$ cat src/rtl/fp8_decoder_pkg.sv
// Shared widths and FSM state encoding for the FP8 -> 13-bit decoder.
package fp8_decoder_pkg;
  localparam int FP8_W = 8;
  localparam int EXP_W = 3;
  localparam int SIG_W = 5;
  localparam int OUT_W = 13;

  typedef enum logic [1:0] {
    ST_IDLE  = 2'd0,
    ST_SHIFT = 2'd1,
    ST_SIGN  = 2'd2
  } state_t;
endpackage

$ cat src/rtl/fp8_decoder_fifo.sv
// Synchronous FIFO for queued {S,E,F} codes; pointers carry one wrap bit.
module fp8_fifo #(
  parameter int DEPTH = 4,
  parameter int W     = 9
) (
  input  logic         clk,
  input  logic         rst,
  input  logic         push_i,
  input  logic [W-1:0] data_i,
  input  logic         pop_i,
  output logic [W-1:0] head_o,
  output logic         full_o,
  output logic         empty_o
);
  localparam int AW = $clog2(DEPTH);

  logic [AW:0]  wr_ptr_q, rd_ptr_q;
  logic [W-1:0] mem_q [DEPTH];
  logic         do_push, do_pop;

  assign full_o  = (wr_ptr_q[AW] != rd_ptr_q[AW]) &&
                   (wr_ptr_q[AW-1:0] == rd_ptr_q[AW-1:0]);
  assign empty_o = (wr_ptr_q == rd_ptr_q);
  // A full FIFO refuses a push even when a pop frees a slot this cycle.
  assign do_push = push_i && !full_o;
  assign do_pop  = pop_i && !empty_o;
  assign head_o  = mem_q[rd_ptr_q[AW-1:0]];

  always_ff @(posedge clk or posedge rst) begin
    if (rst) begin
      wr_ptr_q <= '0;
      rd_ptr_q <= '0;
    end else begin
      if (do_push) wr_ptr_q <= wr_ptr_q + 1'b1;
      if (do_pop)  rd_ptr_q <= rd_ptr_q + 1'b1;
    end
  end

  always_ff @(posedge clk) begin
    if (do_push) mem_q[wr_ptr_q[AW-1:0]] <= data_i;
  end
endmodule

$ cat src/rtl/fp8_decoder.sv
// Iterative FP8 (S, E, F) to 13-bit two's-complement expander with a held,
// handshaked output register.
//   state    | meaning
//   ST_IDLE  | pop a queued code when available
//   ST_SHIFT | mag <<= 1 once per cycle, E cycles total
//   ST_SIGN  | apply sign and load D once the output slot is free
module fp8_decoder
  import fp8_decoder_pkg::*;
#(
  parameter int DEPTH = 4
) (
  input  logic             clk,
  input  logic             rst,
  input  logic             in_valid,
  output logic             in_ready,
  input  logic             S,
  input  logic [EXP_W-1:0] E,
  input  logic [SIG_W-1:0] F,
  output logic             out_valid,
  input  logic             out_ready,
  output logic [OUT_W-1:0] D,
  output logic             busy,
  output logic [15:0]      conv_count
);
  localparam logic [OUT_W-1:0] MAG_ONE = 1;
  localparam logic [EXP_W-1:0] CNT_ONE = 1;

  state_t             state_q;
  logic [OUT_W-1:0]   mag_q, d_q, res_d;
  logic [EXP_W-1:0]   cnt_q;
  logic               sgn_q, out_valid_q, slot_free;
  logic [15:0]        conv_count_q;
  logic [FP8_W:0]     head;
  logic               fifo_full, fifo_empty, fifo_pop;

  fp8_fifo #(.DEPTH(DEPTH), .W(FP8_W + 1)) u_fifo (
    .clk     (clk),
    .rst     (rst),
    .push_i  (in_valid),
    .data_i  ({S, E, F}),
    .pop_i   (fifo_pop),
    .head_o  (head),
    .full_o  (fifo_full),
    .empty_o (fifo_empty)
  );

  assign in_ready   = !fifo_full;
  assign fifo_pop   = (state_q == ST_IDLE) && !fifo_empty;
  assign slot_free  = !out_valid_q || out_ready;
  // Negative zero falls out naturally: ~0 + 1 wraps to 0.
  assign res_d      = sgn_q ? (~mag_q + MAG_ONE) : mag_q;
  assign out_valid  = out_valid_q;
  assign D          = d_q;
  assign busy       = (state_q != ST_IDLE);
  assign conv_count = conv_count_q;

  always_ff @(posedge clk or posedge rst) begin
    if (rst) begin
      state_q      <= ST_IDLE;
      mag_q        <= '0;
      cnt_q        <= '0;
      sgn_q        <= 1'b0;
      d_q          <= '0;
      out_valid_q  <= 1'b0;
      conv_count_q <= '0;
    end else begin
      if (out_valid_q && out_ready) begin
        out_valid_q  <= 1'b0;
        conv_count_q <= conv_count_q + 16'd1;
      end
      case (state_q)
        ST_IDLE: begin
          if (!fifo_empty) begin
            sgn_q   <= head[FP8_W];
            cnt_q   <= head[FP8_W-1:SIG_W];
            mag_q   <= {{(OUT_W-SIG_W){1'b0}}, head[SIG_W-1:0]};
            state_q <= (head[FP8_W-1:SIG_W] != '0) ? ST_SHIFT : ST_SIGN;
          end
        end
        ST_SHIFT: begin
          mag_q <= mag_q << 1;
          cnt_q <= cnt_q - CNT_ONE;
          if (cnt_q == CNT_ONE) state_q <= ST_SIGN;
        end
        ST_SIGN: begin
          if (slot_free) begin
            d_q         <= res_d;
            out_valid_q <= 1'b1;
            state_q     <= ST_IDLE;
          end
        end
        default: state_q <= ST_IDLE;
      endcase
    end
  end
endmodule
$ cat config.mk
export PLATFORM = sky130hd
export DESIGN_NAME = fp8_decoder
export DESIGN_NICKNAME = d
export VERILOG_FILES = /design/src/rtl/fp8_decoder_pkg.sv /design/src/rtl/fp8_decoder_fifo.sv /design/src/rtl/fp8_decoder.sv
export SDC_FILE = /design/constraint.sdc
export NUM_CORES = 1
export LEC_CHECK = 0
export BUFFER_PORTS_ARGS = -buffer_cell sky130_fd_sc_hd__buf_4
export CAP_MARGIN = 20
export CORE_MARGIN = 8
export CORE_UTILIZATION = 60
export DETAILED_ROUTE_END_ITERATION = 16
export MAX_ROUTING_LAYER = met4
export PLACE_DENSITY = 0.82
export RECOVER_POWER = 50
export SETUP_SLACK_MARGIN = 0.3
export SLEW_MARGIN = 10
export SYNTH_ARGS = -nofsm -noshare
export SYNTH_HDL_FRONTEND = slang
export SYNTH_SLANG_ARGS = --single-unit
export TNS_END_PERCENT = 10
$ cat constraint.sdc
create_clock -name clk -period 2.95 [get_ports clk]
set_input_delay 0.295 -clock clk [delete_from_list [all_inputs] [get_ports clk]]
set_output_delay 0.295 -clock clk [all_outputs]
set_load 0.005 [all_outputs]
==> results of run 1 <==
==> cells in the mapped netlist (all sizes together) (2+ instances only) <==
cell,count
nand3,10
nor2b,4
inv,10
xnor2,17
a22o,8
nor2,6
clkbuf,5
nand2,35
o211ai,2
nand2b,3
or3,2
and3,3
edfxtp,36
nand4,3
dfrtp,55
or2,3
mux2,3
mux4,9
xor2,18
o41ai,5
ha,9
nor3,2
o31ai,2
a32oi,4
buf,4
o21ai,17
and2,4
==> how the worst max path moves through the flow <==
| stage | startpoint | end | slack, ps | cells after the start |
|---|---|---|---|---|
| floorplan | u_fifo.rd_ptr_q[0] | u_fifo.mem_q[3][0] | 1150 | 4 |
| global placement | u_fifo.rd_ptr_q[1] | u_fifo.mem_q[3][3] | 900 | 3 |
| detailed placement | u_fifo.rd_ptr_q[1] | u_fifo.mem_q[3][3] | 790 | 3 |
| CTS | u_fifo.rd_ptr_q[1] | u_fifo.mem_q[3][5] | 770 | 3 |
| global route | rst | D[12] | 350 | 3 |
| finish | u_fifo.rd_ptr_q[1] | u_fifo.mem_q[3][5] | 750 | 3 |
==> sequential cells by signal (all words and copies together), names as in the netlist, 2 cells and up <==
| signal | flops |
|---|---|
| cnt_q | 3 |
| conv_count | 16 |
| D | 13 |
| u_fifo.wr_ptr_q | 3 |
| state_q | 2 |
| u_fifo.mem_q | 36 |
| mag_q | 13 |
| u_fifo.rd_ptr_q | 3 |
==> worst reg2reg max path: stages, from the launching register on <==
cell     delay (ps)
dfrtp_1         690
xnor2_1         160
a31oi_1         520
and2_1          490
==> stage by stage <==
stage | power, mW | setup slack [ps] | std cells | hold slack, ps | util
2_1_floorplan | 3.322 | 1147 | 291 | 393.9 | -
3_3_place_gp | 3.813 | 902.6 | 408 | 376.6 | 0.6889
3_5_place_dp | 3.914 | 786.9 | 408 | 388.8 | 0.6889
4_1_cts | 4.831 | 767.7 | 424 | 8.950 | 0.7232
5_1_grt | 5.088 | 353.8 | 424 | 220.3 | 0.7161
6_report | 4.767 | 748.5 | 424 | 173.5 | 0.7161
==> kinds of logic (layout without fill, tap and decap cells) <==
group | after synthesis | in the layout | share of synthesized area
buffers and inverters | 19 | 75 | 0.02057
AO/OA/AOI/OAI | 46 | 46 | 0.09209
flip-flops | 91 | 91 | 0.6215
multiplexers | 13 | 13 | 0.06234
adder cells (fa/ha/maj) | 9 | 9 | 0.02848
AND/OR/NAND/NOR | 78 | 78 | 0.09747
XOR/XNOR | 35 | 35 | 0.07753
==> per-layer routing <==
metal / routed length, um / part of all wire
met3: 305 / 0.043
met5: 0 / 0
met2: 3490 / 0.49
met1: 3289 / 0.46
met4: 91 / 0.013
==> final cells by class <==
type / count / area share
multi-input cells: 181 / 0.3112
repair buffers: 49 / 0.07100
clock inverters: 6 / 0.01981
flip-flops and latches: 91 / 0.5405
inverters: 10 / 0.008255
well taps: 77 / 0.02119
clock buffers: 10 / 0.02807
==> power groups by stage <==
stage	Clock, mW	Combinational [mW]	Sequential [mW]
after floorplan	0	1.33	1.99
after global placement	0	1.75	2.07
after detailed placement	0	1.82	2.09
after CTS	0.914	1.85	2.07
after global routing	0.971	2.00	2.12
final	0.905	1.79	2.07
==> metrics, run 1 <==
count of final setup violators=0; layout cells sized above 1=0.2104; Avg Cell Area, Syn=13.59 sq um; Post-synth EDFFs=36; post-cts resize count=0; IO buf count=44; failing checks=capacitance limit, slew limit; most frequent cells in the layout=55 x dfrtp_1, 36 x edfxtp_1, 35 x nand2_1; Required @ worst endpoint=2960 ps; starting DRC count in detailed routing=86; Net Count, Synth=313; Combinational Power Share=0.376; DRT Pass-1 Iters=4; cell family with most CP delay=flip-flops; Power Dens Cells=1048 mW/mm^2; # Post-CTS Setup Buffers=0; Mapped Area=0.003954 sq mm; Nets=364; post-route ant nets=0; Critical Path Sink Type=flip-flop; GRT met3 Usage=0.04339; status=finished with violations; filler cell count=434; grt met2 use=0.2552; maximum clock path buffer count=2; critical setup path kind=flip-flop to flip-flop; largest stage delay on the critical path=690 ps; reg-to-reg startpoint=u_fifo.rd_ptr_q[1]; minimum clock period=2202 ps; count of cell types in the netlist=45; Internal=3.072 mW; Placement Cell Area=0.004374 sq mm; worst path arrival time=2210 ps; Die Ht=97.18 um; GRT busiest layer=met2; met1 usage=0.1925; # IOs=45; CTS sink cnt=91; reg2reg end=u_fifo.mem_q[3][5]; Syn-to-layout area delta=15.00%; switching pwr=1.695 mW; Startpoint Class=flip-flop; hold crit path type=primary input to asynchronous set/reset pin; htree depth=3; WL final=7176 um; cell count after synthesis=291; Reg2Reg Depth=3; relative slew slack=-0.01807; gp weighted congestion=0.8860; clk slew on worst S/H paths=90 ps; top area cells in the synthesized netlist=dfrtp_1 35%, edfxtp_1 27%, mux4_2 5.1%, xor2_1 4.0%, xnor2_1 3.8%; Starting Density=0.6227; pin count of the biggest net entering global routing=30; crit share post-route=0.7463; Yosys top cell by area=dfrtp_1; max-cap violations=1; share of flip-flops with an asynchronous set or reset=0.6044; clock latency on the worst-skew pair=350 ps; Max Freq=0.4542 GHz; Final Hold Viols=0; Leakage=1.950 nW; ys flop type=dfrtp_1; number of global-route vias before repair=2553; clk root buf=clkbuf_8; Final Cell Area=0.004547 sq mm; crit path cell chain=xnor2_1 -> a31oi_1 -> and2_1; initial antenna violation count=0; setup_tns=0 ps; clock power share=0.190; Core Region=0.006350 sq mm; DIE AREA=0.009443 sq mm; drt drc=0; drt wl/cell=16.92 um; Pins Over Slew Limit=30; n_diodes=0; Rows=29; r2r setup slk=750 ps; Post-CTS Hold Buffers=0; warnings from Yosys=0; total congestion overflow=0; first-pass GRT wire length=12280 um; Worst Tran Pin Value=1527 ps; vias per cell=5.689; GRT Overall Usage=0.1627; CP bufs+invs=0; CTS tree=done; slowest cell on the critical path=dfrtp_1; RSZ-0062 raised after global routing=false; Die X=97.18 um; Sequential Power Share=0.434; Peak VDD IR=0.7282 mV; Sw Share=0.3556; commonest non-fill, non-tap cell in the layout=dfrtp_1; worst clock skew=9.481 ps; share of the synthesized area in the top cell type=0.3481; crit-path max FO=13; Num CTS Buffers=9; Synth Register Bits=91; sequential cell area=0.002457 sq mm; hpwl dp=5141 um; post-synthesis sequential area ratio=0.6215; routed vias=2412; footprint of the multi-input gates=0.001415 sq mm
Note: power is estimated with default switching activity, not from simulation.
==> run 2, diff against run 1 <==
ABC_AREA = 1   (was not set)
CORE_UTILIZATION = 53   (was 60)
PLACE_DENSITY = 0.76   (was 0.82)
clock period = 1.8 ns   (was 2.95 ns; I/O delays follow)
==> run 2 against run 1 <==
The run now ends clean. Global-route usage grew 0.16 points. First-iteration DRC count rose by 79%. Area after synthesis rose by 8.6%. Cell count up 45%. Clock power is 64% higher. Utilization shrank 8.3 points. Clock-buffer cell count unchanged. Synthesized cell count increased by 51%. Routed wire length is 20% higher. Final area is 12% higher. Via count up 31%.
==> metrics, run 2 <==
status=finished clean; setup_tns=0 ps (unchanged); Cells after DPL=586 (+44%); WL final=8596 um (+20%); Startpoint Class=flip-flop; dpl ws=93.95 ps (-692.9 ps); post-synthesis sequential area ratio=0.5724 (-0.04909); most frequent cell after synthesis=nand2_1; commonest non-fill, non-tap cell in the layout=nand2_1; Post-synth EDFFs=36 (unchanged); hold crit path type=primary input to flip-flop; crit-path max FO=4 (-9); slowest cell on the critical path=dfrtp_2; first-pass GRT wire length=14590 um (+19%); worst path arrival time=1410 ps (-800 ps); Setup WS post-layout=214.6 ps (-533.9 ps); pin count of the biggest net entering global routing=56 (+87%); crit path cell chain=xnor2_2 -> nand4_1 -> buf_4 -> buf_6; Starting Density=0.5332 (-0.08948); htree depth=3 (unchanged); count of final setup violators=0 (unchanged); Net Count, Synth=462 (+48%); hpwl dp=6024 um (+17%); number of global-route vias before repair=3081 (+21%); initial antenna violation count=0 (unchanged); gp weighted congestion=0.8101 (-8.6%); Rows=33 (+14%); DRT Pass-1 Iters=4 (unchanged); RSZ-0062 raised after global routing=true; Nets=527 (+45%); total congestion overflow=0 (unchanged); DIE AREA=0.01124 sq mm (+19%); routed vias=3157 (+31%); clock latency on the worst-skew pair=360 ps (about the same); CTS tree=done; n_diodes=0 (unchanged); clk root buf=clkbuf_8; top area cells in the synthesized netlist=dfrtp_1 32%, edfxtp_1 25%, nand2_1 9.8%, inv_1 4.1%, nand3_1 4.0%; Core Region=0.008051 sq mm (+27%); count of cell types in the netlist=31 (-31%); critical setup path kind=flip-flop to primary output; Required @ worst endpoint=1620 ps (-1340 ps); Largest register FFs=36 (unchanged); footprint of the multi-input gates=0.001618 sq mm (+14%); Syn-to-layout area delta=18.77%; Pins Over Slew Limit=0 (-100%); worst clock skew=10.79 ps (+1.312 ps); filler cell count=640 (+47%); clk slew on worst S/H paths=90 ps (about the same); layout cells sized above 1=0.2235 (+0.01315); Mapped Area=0.004293 sq mm (+8.6%); Avg Cell Area, Syn=9.757 sq um (-28%); Yosys top cell by area=dfrtp_1; Critical Path Sink Type=primary output; Die X=106 um (+9.1%); relative slew slack=0.5068 (+0.5249); Reg2Reg Depth=9 (+6); largest stage delay on the critical path=450 ps (-240 ps); Max Freq=0.6307 GHz; sequential cell area=0.002460 sq mm (+0.10%); maximum clock path buffer count=2 (unchanged); ys flop type=dfrtp_1; GRT Overall Usage=0.1643 (+0.001602); CTS sink cnt=91 (unchanged); drt drc=0 (unchanged); max-cap violations=0 (-1); Final Hold Viols=0 (unchanged); Die Ht=106 um (+9.1%); drt wl/cell=13.98 um (-17%); warnings from Yosys=0 (unchanged); # IOs=45 (unchanged); Finished Layout Cells=615 (+45%); Synth Register Bits=91 (unchanged); most frequent cells in the layout=113 x nand2_1, 53 x dfrtp_1, 46 x inv_1; post-route ant nets=0 (unchanged); minimum clock period=1585 ps; Power Dens Cells=1721 mW/mm^2 (+64%); Leakage=2.345 nW (+20%); share of flip-flops with an asynchronous set or reset=0.6044 (unchanged); Num CTS Buffers=9 (unchanged); Min Hold Slack=91.85 ps (-81.65 ps); Peak VDD IR=0.7452 mV (+2.3%); starting DRC count in detailed routing=154 (+79%); Final Cell Area=0.005099 sq mm (+12%); Placement Cell Area=0.004750 sq mm (+8.6%); commonest cells in the netlist=112 x nand2_1, 55 x dfrtp_1, 47 x inv_1; share of the synthesized area in the top cell type=0.3206 (-0.02750); vias per cell=5.133 (-9.8%); Worst Tran Pin Value=739.8 ps (-787.3 ps); hold path depth=3; crit share post-route=0.8808; cell count after synthesis=440 (+51%); IO buf count=44 (unchanged)
## run 2: logic make-up after synthesis
group | Yosys count | synth area share
AOI/OAI and AO/OA | 48 | 0.06995
xor gates and xnor gates | 23 | 0.05042
adders and majority gates | 9 | 0.02623
buffers and inverters | 60 | 0.06266
DFF | 91 | 0.5724
and+or+nand+nor | 209 | 0.2183
## run 2: final cells by class
| cell class | count | share of cell area |
|---|---|---|
| tap | 105 | 0.02577 |
| clock buffer | 10 | 0.02699 |
| inverter | 51 | 0.04049 |
| sequential | 91 | 0.4825 |
| clock inverter | 6 | 0.01472 |
| multi-input combinational | 289 | 0.3173 |
| timing repair buffer | 63 | 0.09227 |
## run 2: per-layer routing
metal / track usage / vias to the layer above / wire length (um)
met4: 0.06030 / 0 / 118
li1: - / 1556 / -
met2: 0.2618 / 75 / 4213
met1: 0.1995 / 1513 / 3846
met5: - / - / 0
met3: 0.03932 / 13 / 417
## run 2: per-stage QoR
step | total power [mW] | utilization
6_report | 8.774 | 0.6333
5_1_grt | 9.497 | 0.6333
4_1_cts | 8.629 | 0.6298
3_5_place_dp | 6.913 | 0.5899
3_3_place_gp | 6.777 | 0.5899
2_1_floorplan | 5.963 | -
## run 2: report_power, final
part           internal [mW]  switching (mW)
Clock                  0.705           0.773
Sequential              2.81           0.485
Combinational           1.67            2.33
Total                   5.19            3.59
## run 2: worst paths after layout
kind	slack, ps	to	start
min in group asynchronous	620	D[7]	rst
setup / recovery	210	in_ready	u_fifo.wr_ptr_q[1]
hold / removal	90	u_fifo.wr_ptr_q[0]	in_valid
max in group asynchronous	650	u_fifo.wr_ptr_q[1]	rst
hold reg to reg	480	D[9]	D[9]
setup reg to reg	230	u_fifo.rd_ptr_q[2]	u_fifo.wr_ptr_q[1]
## run 2: repair_timing
item	in CTS	in global routing
gates resized for setup	7	11
hold endpoints to repair	55	0
buffers inserted	8	4
pin swaps	4	3
gates cloned	0	0
endpoints found under the setup margin	41	62
hold buffers	1	0
## run 2: worst max-delay path, delay by kind of cell (launching register included)
family | cells | cell delay (ps)
and+or+nand+nor | 1 | 140
xor gates and xnor gates | 1 | 180
DFF | 1 | 450
buffers and inverters | 2 | 280
==> run 3, diff against run 2 <==
ABC_AREA = 0   (was 1)
CORE_UTILIZATION = 52   (was 53)
PLACE_DENSITY = 0.75   (was 0.76)
SLEW_MARGIN = not set   (was 10)
==> run 3 against run 2 <==
Worst hold slack got worse by 11 ps. Clock power barely moved. First-iteration DRC count down 49%. Sequential share of layout area increased by 1.3 points. Final area down 2.4%. Register-to-register slack got worse by 200 ps. Die area is 5.2% lower. Critical path depth grew 3. Critical path type is now flip-flop to flip-flop. Combinational power fell by 4%.
==> metrics, run 3 (synthesis results as in run 1) <==
minimum clock period=1766 ps (+180.5 ps); DRT Pass-1 Iters=4 (unchanged); n_diodes=0 (unchanged); crit-path max FO=4 (unchanged); GRT Overall Usage=0.1524 (-0.01182); Final Cell Area=0.004976 sq mm (-2.4%); clock latency on the worst-skew pair=340 ps (-20 ps); crit share post-route=0.9811 (+0.1003); max-cap violations=0 (unchanged); hold crit path type=primary input to flip-flop; Required @ worst endpoint=2020 ps (+400 ps); Largest register FFs=36 (unchanged); Die Ht=103.2 um (-2.6%); Reg2Reg Depth=7 (-2); hold_sp=E[2]; Max Freq=0.5663 GHz (-10%); drt wl/cell=15.81 um (+13%); CP bufs+invs=2 (unchanged); Peak VDD IR=0.8134 mV (+9.2%); hpwl dp=4991 um (-17%); most frequent cells in the layout=52 x buf_4, 50 x dfrtp_1, 36 x edfxtp_1; Worst Tran Pin Value=740.2 ps (+0.4022 ps); maximum clock path buffer count=2 (unchanged); Placement Cell Area=0.004578 sq mm (-3.6%); Die X=103.2 um (-2.6%); gp weighted congestion=0.7661 (-5.4%); commonest non-fill, non-tap cell in the layout=buf_4; starting DRC count in detailed routing=78 (-49%); WL final=7464 um (-13%); Rows=31 (-6.1%); routed vias=2523 (-20%); cell family with most CP delay=simple AND/OR/NAND/NOR gates; htree depth=3 (unchanged); # IOs=45 (unchanged); CTS tree=done; Syn-to-layout area delta=25.85%; crit path cell chain=inv_2 -> ha_4 -> or4b_4 -> buf_4 -> o21ai_2 -> xor2_1 -> o21ai_0; IO buf count=44 (unchanged); total congestion overflow=0 (unchanged); CTS sink cnt=91 (unchanged); Num CTS Buffers=9 (unchanged); Pins Over Slew Limit=0 (unchanged); reg2reg end=D[6]; Core Region=0.007292 sq mm (-9.4%); Starting Density=0.5422 (+0.009032); layout cells sized above 1=0.3378 (+0.1143); number of global-route vias before repair=2565 (-17%); slowest cell on the critical path=or4b_4; reg-to-reg startpoint=mag_q[0]; critical setup path kind=flip-flop to flip-flop; Startpoint Class=flip-flop; status=finished clean; largest stage delay on the critical path=510 ps (+60 ps); Power Dens Cells=1755 mW/mm^2 (+2.0%); DIE AREA=0.01065 sq mm (-5.2%); filler cell count=543 (-15%); Critical Path Sink Type=flip-flop; Total Power=8.733 mW (-0.46%); relative slew slack=0.5065 (about the same); Final Hold Viols=0 (unchanged); worst clock skew=8.858 ps (-1.934 ps); Nets=390 (-26%); count of final setup violators=0 (unchanged); pin count of the biggest net entering global routing=56 (unchanged); clk root buf=clkbuf_8; hold path depth=1 (-2); r2r setup slk=30 ps (-200 ps); initial antenna violation count=0 (unchanged); Leakage=2.125 nW (-9.4%); vias per cell=5.345 (+4.1%); post-route ant nets=0 (unchanged); worst path arrival time=1990 ps (+580 ps); drt drc=0 (unchanged); RSZ-0062 raised after global routing=true; first-pass GRT wire length=12110 um (-17%); Hold Path Sink=u_fifo.mem_q[3][7]; clk slew on worst S/H paths=90 ps (about the same)
-- run 3: changes by cell type in the layout (fill, tap and decap cells not counted), moves of 6 or more --
| cell | delta |
|---|---|
| nor2_4 | -6 |
| inv_1 | -38 |
| nand3_2 | -7 |
| o21ai_2 | -11 |
| nor2_1 | -27 |
| buf_4 | +16 |
| nand3_1 | -23 |
| xnor2_1 | +7 |
| a22o_1 | +6 |
| mux4_2 | +9 |
| nand2_2 | -6 |
| o21ai_0 | -9 |
| nand2_1 | -78 |
-- run 3: final cells by class --
class,instances,area [sq um],share of cell area
Sequential cell,91,2464,0.4951
Multi-Input combinational cell,181,1584,0.3183
Timing Repair Buffer,75,544.3,0.1094
Clock buffer,9,123.9,0.02489
Tap cell,99,123.9,0.02489
Clock inverter,7,98.84,0.01986
Inverter,10,37.54,0.007543
-- run 3: worst reg2reg max path, stage by stage (launching register included) --
cell and delay (ps):
dfrtp_1 410, inv_2 90, ha_4 130, or4b_4 520, buf_4 170, o21ai_2 110
xor2_1 140, o21ai_0 100
-- run 3: report_power, final --
group / internal, mW / switching [mW]
logic: 1.99 / 1.86
clock network: 0.792 / 0.712
registers: 2.82 / 0.556
total: 5.61 / 3.13
-- run 3: worst max-delay path by stage --
| stage | startpoint | to | slack [ps] | cells past startpoint |
|---|---|---|---|---|
| after floorplan | mag_q[0] | D[12] | 100 | 6 |
| after global placement | mag_q[0] | D[12] | 90 | 6 |
| after detailed placement | mag_q[0] | D[12] | 30 | 6 |
| after CTS | mag_q[0] | D[12] | 70 | 6 |
| after global routing | mag_q[0] | D[6] | -40 | 7 |
| final | mag_q[0] | D[6] | 30 | 7 |
-- run 3: what timing repair did --
item,in CTS,in global routing
setup buffers,8,4
hold buffers,1,0
endpoints found under the setup margin,65,74
hold endpoints to repair,55,0
cloned,0,0
gates resized for setup,13,12
pin swaps,5,8
-- run 3: metrics by stage --
stage	setup WS (ps)	setup TNS [ps]	util	hold slack (ps)	instances
after global placement	90.24	0	0.6278	258.2	443
after global routing	-38.82	-96.04	0.6824	69.83	472
after floorplan	104.3	0	-	278.9	291
after CTS	67.09	0	0.6784	13.91	468
final	34.07	0	0.6824	80.95	472
after detailed placement	34.76	0	0.6278	255.1	443
-- run 3: metal layers --
layer,part of all wire,GRT usage
met5,0,-
met4,0.0088,0.05784
met3,0.039,0.02677
met2,0.51,0.2551
met1,0.44,0.1808
